`config.mk`:
```
export PLATFORM = sky130hd
export DESIGN_NAME = interp_seq_engine
export DESIGN_NICKNAME = d
export VERILOG_FILES = /design/src/rtl/interp_pkg.sv /design/src/rtl/interp_addend_mux.sv /design/src/rtl/interp_seq_engine.sv
export SDC_FILE = /design/constraint.sdc
export NUM_CORES = 1
export LEC_CHECK = 0
export CORE_MARGIN = 3
export CORE_UTILIZATION = 40
export CTS_CLUSTER_SIZE = 28
export DETAILED_ROUTE_END_ITERATION = 12
export SYNTH_ARGS = -nofsm -noshare
export SYNTH_HDL_FRONTEND = slang
export SYNTH_SLANG_ARGS = --single-unit
export TNS_END_PERCENT = 1
```
`constraint.sdc`:
```
create_clock -name clk -period 4.6 [get_ports clk]
set_input_delay 1.15 -clock clk [delete_from_list [all_inputs] [get_ports clk]]
set_output_delay 1.15 -clock clk [all_outputs]
set_load 0.005 [all_outputs]
```
`src/rtl/interp_pkg.sv`:
```
// Shared types and size helpers for the pilot interpolation engine.
// Contents: FSM state enum, accumulator-source select enum, width helper
// functions and default-configuration localparams.
package interp_pkg;

  typedef enum logic [2:0] {
    ST_IDLE,
    ST_LOAD,
    ST_RUN,
    ST_LAST,
    ST_DONE
  } state_t;

  // Source of the next accumulator value.
  typedef enum logic [1:0] {
    ACC_ADD,     // acc + diff
    ACC_RELOAD,  // selected pilot scaled by STEP
    ACC_FINAL,   // last pilot scaled by STEP
    ACC_HOLD     // keep current value
  } acc_sel_t;

  function automatic int calc_idx_w(input int n_pilot, input int log2_step);
    return $clog2((n_pilot - 1) * (1 << log2_step) + 1);
  endfunction

  function automatic int calc_acc_w(input int in_width, input int log2_step);
    return in_width + log2_step + 1;
  endfunction

  function automatic int calc_diff_w(input int in_width);
    return in_width + 1;
  endfunction

  // Default configuration (IN_WIDTH=17, LOG2_STEP=2).
  localparam int STEP   = 1 << 2;
  localparam int ACC_W  = calc_acc_w(17, 2);
  localparam int DIFF_W = calc_diff_w(17);

endpackage

```
`src/rtl/interp_addend_mux.sv`:
```
// Accumulator next-value selector (combinational).
// Ports:
//   sel       - acc_sel_t code choosing the source
//   acc       - current accumulator (pilot scaled by STEP)
//   diff      - per-sample increment for the current segment
//   p_reload  - pilot to load as new segment start
//   p_final   - last pilot of the burst
//   acc_nxt   - selected next accumulator value
module interp_addend_mux
  import interp_pkg::*;
#(
  parameter int IN_WIDTH  = 17,
  parameter int LOG2_STEP = 2
) (
  input  logic [1:0]                     sel,
  input  logic signed [IN_WIDTH+LOG2_STEP:0] acc,
  input  logic signed [IN_WIDTH:0]       diff,
  input  logic signed [IN_WIDTH-1:0]     p_reload,
  input  logic signed [IN_WIDTH-1:0]     p_final,
  output logic signed [IN_WIDTH+LOG2_STEP:0] acc_nxt
);

  localparam int AW = calc_acc_w(IN_WIDTH, LOG2_STEP);

  function automatic logic signed [AW-1:0] scale(input logic signed [IN_WIDTH-1:0] p);
    return AW'(p) <<< LOG2_STEP;
  endfunction

  always_comb begin
    acc_nxt = acc;
    unique case (acc_sel_t'(sel))
      ACC_ADD:    acc_nxt = acc + AW'(diff);
      ACC_RELOAD: acc_nxt = scale(p_reload);
      ACC_FINAL:  acc_nxt = scale(p_final);
      default:    acc_nxt = acc;
    endcase
  end

endmodule

```
`src/rtl/interp_seq_engine.sv`:
```
// Sequential pilot-to-subcarrier interpolation engine (one real rail).
// Captures N_PILOT pilots on start, then streams (N_PILOT-1)*STEP+1
// linearly interpolated (mode=0) or zero-order-held (mode=1) samples
// over valid/ready. Shift-add arithmetic only.
// Ports:
//   clk, rst_n  - clock, async active-low reset
//   start       - burst request, sampled only in IDLE
//   mode        - 0 linear, 1 hold; captured with start
//   pilots      - flat bus, pilot p at [p*IN_WIDTH +: IN_WIDTH]
//   out_ready   - downstream accept
//   out_valid   - out_data/out_idx valid
//   out_data    - rounded sample, sign-extended to OUT_WIDTH
//   out_idx     - sample position 0..(N_PILOT-1)*STEP
//   busy        - high outside IDLE
//   done        - one-cycle pulse after the last sample is accepted
module interp_seq_engine
  import interp_pkg::*;
#(
  parameter int IN_WIDTH  = 17,
  parameter int OUT_WIDTH = 19,
  parameter int N_PILOT   = 4,
  parameter int LOG2_STEP = 2,
  parameter int IDX_W     = calc_idx_w(N_PILOT, LOG2_STEP)
) (
  input  logic                          clk,
  input  logic                          rst_n,
  input  logic                          start,
  input  logic                          mode,
  input  logic [N_PILOT*IN_WIDTH-1:0]   pilots,
  input  logic                          out_ready,
  output logic                          out_valid,
  output logic [OUT_WIDTH-1:0]          out_data,
  output logic [IDX_W-1:0]              out_idx,
  output logic                          busy,
  output logic                          done
);

  localparam int SEG_STEP = 1 << LOG2_STEP;
  localparam int AW       = calc_acc_w(IN_WIDTH, LOG2_STEP);
  localparam int DW       = calc_diff_w(IN_WIDTH);
  localparam int SEG_W    = $clog2(N_PILOT);
  localparam int K_W      = (LOG2_STEP > 0) ? LOG2_STEP : 1;

  localparam logic [K_W-1:0]       K_LAST   = K_W'(SEG_STEP - 1);
  localparam logic [SEG_W-1:0]     SEG_LAST = SEG_W'(N_PILOT - 2);
  localparam logic [IDX_W-1:0]     IDX_LAST = IDX_W'((N_PILOT - 1) * SEG_STEP);
  localparam logic signed [AW-1:0] ROUND    = AW'(SEG_STEP / 2);

  state_t                      state, state_nxt;
  logic signed [IN_WIDTH-1:0]  p_reg [N_PILOT];
  logic                        mode_reg;
  logic signed [AW-1:0]        acc, acc_nxt;
  logic signed [DW-1:0]        diff, diff_nxt, diff_seg;
  logic [SEG_W-1:0]            seg, seg_nxt;
  logic [K_W-1:0]              k, k_nxt;
  logic                        capture;
  acc_sel_t                    acc_sel;
  logic signed [IN_WIDTH-1:0]  p_left, p_right;
  logic                        hs;

  assign out_valid = (state == ST_RUN) || (state == ST_LAST);
  assign hs        = out_valid & out_ready;
  assign busy      = (state != ST_IDLE);
  assign done      = (state == ST_DONE);

  // Endpoints of the segment being entered: segment 0 from LOAD,
  // segment seg+1 from RUN.
  always_comb begin
    int unsigned base;
    base    = (state == ST_LOAD) ? 32'd0 : 32'(seg) + 32'd1;
    p_left  = '0;
    p_right = '0;
    for (int unsigned i = 0; i < N_PILOT; i++) begin
      if (i == base)         p_left  = p_reg[i];
      if (i == base + 32'd1) p_right = p_reg[i];
    end
    diff_seg = mode_reg ? '0 : DW'(p_right) - DW'(p_left);
  end

  always_comb begin
    state_nxt = state;
    capture   = 1'b0;
    acc_sel   = ACC_HOLD;
    seg_nxt   = seg;
    k_nxt     = k;
    diff_nxt  = diff;
    case (state)
      ST_IDLE: begin
        if (start) begin
          capture   = 1'b1;
          state_nxt = ST_LOAD;
        end
      end
      ST_LOAD: begin
        acc_sel   = ACC_RELOAD;
        seg_nxt   = '0;
        k_nxt     = '0;
        diff_nxt  = diff_seg;
        state_nxt = ST_RUN;
      end
      ST_RUN: begin
        if (hs) begin
          if (k != K_LAST) begin
            acc_sel = ACC_ADD;
            k_nxt   = k + K_W'(1);
          end else if (seg != SEG_LAST) begin
            // Exact reload at each pilot keeps rounding error from accumulating.
            acc_sel  = ACC_RELOAD;
            seg_nxt  = seg + SEG_W'(1);
            k_nxt    = '0;
            diff_nxt = diff_seg;
          end else begin
            acc_sel   = ACC_FINAL;
            state_nxt = ST_LAST;
          end
        end
      end
      ST_LAST: begin
        if (hs) state_nxt = ST_DONE;
      end
      ST_DONE: state_nxt = ST_IDLE;
      default: state_nxt = ST_IDLE;
    endcase
  end

  always_ff @(posedge clk or negedge rst_n) begin
    if (!rst_n) state <= ST_IDLE;
    else        state <= state_nxt;
  end

  always_ff @(posedge clk or negedge rst_n) begin
    if (!rst_n) begin
      for (int unsigned i = 0; i < N_PILOT; i++) p_reg[i] <= '0;
      mode_reg <= 1'b0;
      acc      <= '0;
      diff     <= '0;
      seg      <= '0;
      k        <= '0;
    end else begin
      if (capture) begin
        for (int unsigned i = 0; i < N_PILOT; i++)
          p_reg[i] <= pilots[i*IN_WIDTH +: IN_WIDTH];
        mode_reg <= mode;
      end
      acc  <= acc_nxt;
      diff <= diff_nxt;
      seg  <= seg_nxt;
      k    <= k_nxt;
    end
  end

  interp_addend_mux #(
    .IN_WIDTH (IN_WIDTH),
    .LOG2_STEP(LOG2_STEP)
  ) u_mux (
    .sel     (acc_sel),
    .acc     (acc),
    .diff    (diff),
    .p_reload(p_left),
    .p_final (p_reg[N_PILOT-1]),
    .acc_nxt (acc_nxt)
  );

  // Round half toward +inf, then sign-extend.
  assign out_data = out_valid ? OUT_WIDTH'((acc + ROUND) >>> LOG2_STEP) : '0;

  always_comb begin
    out_idx = '0;
    if (state == ST_RUN)       out_idx = (IDX_W'(seg) << LOG2_STEP) + IDX_W'(k);
    else if (state == ST_LAST) out_idx = IDX_LAST;
  end

endmodule

```
==> flow_summary.yaml, run 1 <==
die:
  die_span_x_um: 147
  floorplan.die_area_um2: 21600
  core.rowCount: 50
  core_area_um2: 19100
  chipHeight_um: 147
  start_util_pct: 41.6
  io_pins: 99
clock_network:
  clk_root_buffer_cell: "sky130_fd_sc_hd__clkbuf_16"
  clock_latency_ns: 0.42
  clk_pin_slew_ns: 0.06
  clock-sinks: 114
  cts_post_setup_buffers_inserted: 0
  cts_buffer_depth: 2
  post_cts_hold_buffer_count: 0
  post_cts_resize_count: 0
  cts.htree.levels: 4
  tritoncts: "built"
  cts_made_buffers: 17
yosys:
  synth_top_cells_by_area: "sky130_fd_sc_hd__dfrtp_1 (36%), sky130_fd_sc_hd__mux2_2 (9.6%), sky130_fd_sc_hd__ha_1 (6.9%), sky130_fd_sc_hd__nand2_1 (5.3%), sky130_fd_sc_hd__a21oi_1 (3.0%)"
  synth_adder_area_share_pct: 7.44
  synth-edff-count: 0
  synth_cells: 842
  synth-warning-count: 0
  synth_seq_area_share_pct: 36.0
  synth_flop_cell: "sky130_fd_sc_hd__dfrtp_1"
  share_of_synthesized_area_spent_on_multiplexers_pct: 10.8
  post_synth_arst_share_pct: 100
  postSynthNetCount: 961
  synth_cell_types: 80
  synth_area_um2: 7940
  post-synth-top-area-cell: "sky130_fd_sc_hd__dfrtp_1"
  synth.most_common_cell: "sky130_fd_sc_hd__dfrtp_1"
  synth_top_cell_area_share_pct: 36.0
  synth_compound_area_share_pct: 21.5
  postSynthRegisterBits: 114
  avg_inst_size_synth_um2: 9.42
  synth-simple-area-share_pct: 15.5
  synth.cells.most_frequent: "sky130_fd_sc_hd__dfrtp_1 (114), sky130_fd_sc_hd__nand2_1 (112), sky130_fd_sc_hd__mux2_2 (68)"
  synth_top_family_by_area: "compound AO/OA/AOI/OAI gates"
  synthesized_area_fraction_occupied_by_xor_and_xnor_cells_pct: 4.19
worst_setup_path:
  critPathLaunch: "seg[0]$_DFFE_PN0P_"
  critPathSlowestCell: "sky130_fd_sc_hd__ha_1"
  cp.buffers_inverters: 2
  crit-reg2reg-launch: "seg[0]$_DFFE_PN0P_"
  worst-r2r-cell-count: 17
  ff2ff_setup_slack_ns: 0.39
  worstSetupEndpointType: "flop"
  critical_path.cell_chain: "inv_4, ha_1, nor3_1, ha_1, nand2b_1, nor3_2, buf_4, mux2_2, ha_1, fa_1, nor2b_1, o21a_1, o21ai_0, a21oi_1, o211ai_1, and4_1, o41ai_1"
  cpPeakStageDelay_ns: 0.43
  critPathKind: "reg2reg"
  critical_path_peak_fanout: 17
  cp.required_ns: 4.89
  cp.arrival_ns: 4.50
  critical_path.most_common_cell: "sky130_fd_sc_hd__ha_1"
  r2r_end: "diff[10]$_DFFE_PN0P_"
  timing.critical_path.max_delay_family: "adder cells"
  worst_setup_path_endpoint: "diff[10]$_DFFE_PN0P_"
  worst-path-stages: 17
  crit_path_start_kind: "flop"
route:
  initialDrtViolationCount: 481
  route.antenna.remaining_nets: 0
  num_vias: 6738
  routed_via_density: 5.55
  routed_wirelength_normalized_by_instance_count_um: 17.7
  drt_pass1_iterations: 7
  wl_um: 21400
  drt_drc_violations_left: 0
timing:
  finalHoldWorstSlack_ns: 0.492
  finalSetupTns_ns: 0
  final_hold_viol_count: 0
  grt_setup_unrepaired: "false"
  setup_viol_count_final: 0
  worst_slew_pin_slew_ns: 0.940
  fin_crit_ns: 4.21
  slew_violations: 0
  clock_skew_ns: 0.0134
  fin_crit_share_pct: 91.6
  timing.fmax_mhz: 237
  headroom_to_the_max_slew_limit_pct: 37.3
placed_design:
  buffer_ports.inserted: 98
  dpl.cell_count: 1181
  place.detailed.hpwl_um: 16500
  place_congestion: 0.900
finish:
  antenna_cells: 0
  utilization_pct: 51.6
  drive_gt1_share_pct: 15.8
  areaGrowthSynthToFinish_pct: 24.0
  final_net_count: 1059
  layoutNonFillerInstCount: 1213
  largest_register_ffs: 68
global_routing:
  maximum_number_of_pins_on_one_net_before_global_route_repair: 74
  first_pass_grt_wire_length_um: 35200
  antenna_violations_before_repair: 0
  grt_util_all_layers_pct: 20.2
  grt_overflow: 0
  grt_pass1_vias: 6550
flow_run:
  max_cap_violations: 0
hold_path:
  hp-class: "reg2reg"
outcome:
  run_status: "completed"
stage by stage:
stage                     worst slack [ns]  area [µm²]
final                                0.389        9840
after CTS                            0.406        9840
after global routing                 0.130        9840
after floorplan                      0.552        7940
after global placement               0.583        9240
after detailed placement             0.444        9240
how the worst min path moves through the flow:
stage,depth (start not counted),slack (ns),end,startpoint
floorplan,2,0.45,diff[10]$_DFFE_PN0P_,diff[10]$_DFFE_PN0P_
global placement,2,0.47,diff[0]$_DFFE_PN0P_,diff[0]$_DFFE_PN0P_
detailed placement,2,0.48,diff[0]$_DFFE_PN0P_,diff[0]$_DFFE_PN0P_
CTS,2,0.49,diff[0]$_DFFE_PN0P_,diff[0]$_DFFE_PN0P_
global route,2,0.52,diff[0]$_DFFE_PN0P_,diff[0]$_DFFE_PN0P_
finish,2,0.49,diff[0]$_DFFE_PN0P_,diff[0]$_DFFE_PN0P_
cell usage in the layout, fill, tap and decap left out, types with 7 or more instances in the layout:
| master | instances |
|---|---|
| sky130_fd_sc_hd__clkbuf_16 | 17 |
| sky130_fd_sc_hd__nand2_1 | 112 |
| sky130_fd_sc_hd__a222oi_1 | 16 |
| sky130_fd_sc_hd__dfrtp_1 | 114 |
| sky130_fd_sc_hd__o21a_1 | 18 |
| sky130_fd_sc_hd__a31oi_1 | 7 |
| sky130_fd_sc_hd__nand4_1 | 7 |
| sky130_fd_sc_hd__mux2i_1 | 8 |
| sky130_fd_sc_hd__o211ai_1 | 7 |
| sky130_fd_sc_hd__a221oi_1 | 11 |
| sky130_fd_sc_hd__mux2_2 | 68 |
| sky130_fd_sc_hd__xnor2_1 | 24 |
| sky130_fd_sc_hd__a21oi_1 | 48 |
| sky130_fd_sc_hd__a211oi_1 | 10 |
| sky130_fd_sc_hd__buf_4 | 22 |
| sky130_fd_sc_hd__a21o_1 | 15 |
| sky130_fd_sc_hd__nand3_1 | 14 |
| sky130_fd_sc_hd__a22o_1 | 10 |
| sky130_fd_sc_hd__a22oi_1 | 12 |
| sky130_fd_sc_hd__and3_1 | 11 |
| sky130_fd_sc_hd__nor2_1 | 48 |
| sky130_fd_sc_hd__ha_1 | 44 |
| sky130_fd_sc_hd__xor2_1 | 14 |
| sky130_fd_sc_hd__clkdlybuf4s50_1 | 97 |
| sky130_fd_sc_hd__or3_1 | 7 |
| sky130_fd_sc_hd__o21ai_0 | 29 |
| sky130_fd_sc_hd__nand2b_1 | 9 |
| sky130_fd_sc_hd__inv_1 | 37 |
| sky130_fd_sc_hd__nor3_1 | 14 |
cell type report:
cell class                      instances  area, µm²
Clock buffer                           19        443
Inverter                               40        153
Clock inverter                         13        161
Timing Repair Buffer                  121       1180
Sequential cell                       114       2850
Fill cell                            1828       9240
Multi-Input combinational cell        646       4730
Tap cell                              260        325
worst reg2reg max path: stages (launching register included):
cell,delay (ns)
sky130_fd_sc_hd__dfrtp_1,0.38
sky130_fd_sc_hd__inv_4,0.07
sky130_fd_sc_hd__ha_1,0.43
sky130_fd_sc_hd__nor3_1,0.09
sky130_fd_sc_hd__ha_1,0.32
sky130_fd_sc_hd__nand2b_1,0.10
sky130_fd_sc_hd__nor3_2,0.12
sky130_fd_sc_hd__buf_4,0.24
sky130_fd_sc_hd__mux2_2,0.37
sky130_fd_sc_hd__ha_1,0.21
sky130_fd_sc_hd__fa_1,0.39
sky130_fd_sc_hd__nor2b_1,0.17
sky130_fd_sc_hd__o21a_1,0.17
sky130_fd_sc_hd__o21ai_0,0.09
sky130_fd_sc_hd__a21oi_1,0.25
sky130_fd_sc_hd__o211ai_1,0.13
sky130_fd_sc_hd__and4_1,0.22
sky130_fd_sc_hd__o41ai_1,0.33
metal layers:
layer / vias to the layer above / track usage [%] / share of wire [%] / routed length [µm]
li1: 3316 / - / - / -
met4: 0 / 6.54 / 1.5 / 316
met1: 3181 / 30.7 / 51 / 10900
met5: - / 0 / 0 / 0
met3: 19 / 3.61 / 5.7 / 1210
met2: 222 / 29.1 / 42 / 9020
cell families (layout without fill, tap and decap cells):
| logic type | Yosys count | after routing |
|---|---|---|
| xor+xnor | 38 | 38 |
| buf+inv | 82 | 193 |
| mux | 77 | 77 |
| fa+ha+maj | 46 | 46 |
| flops | 114 | 114 |
| simple gates | 253 | 253 |
| compound gates | 232 | 232 |
Power of run 1 is left out: the tool's default activity adds up to more than one toggle a clock period on the data nets, which glitch-free logic cannot reach.
==> inputs of run 2 (changes only) <==
CTS_CLUSTER_DIAMETER = 50   (was default)
==> results of run 2 <==
Same layout as run 1: the final DEF is identical, and so are final timing and power.
Power of run 2 is left out for the same reason.
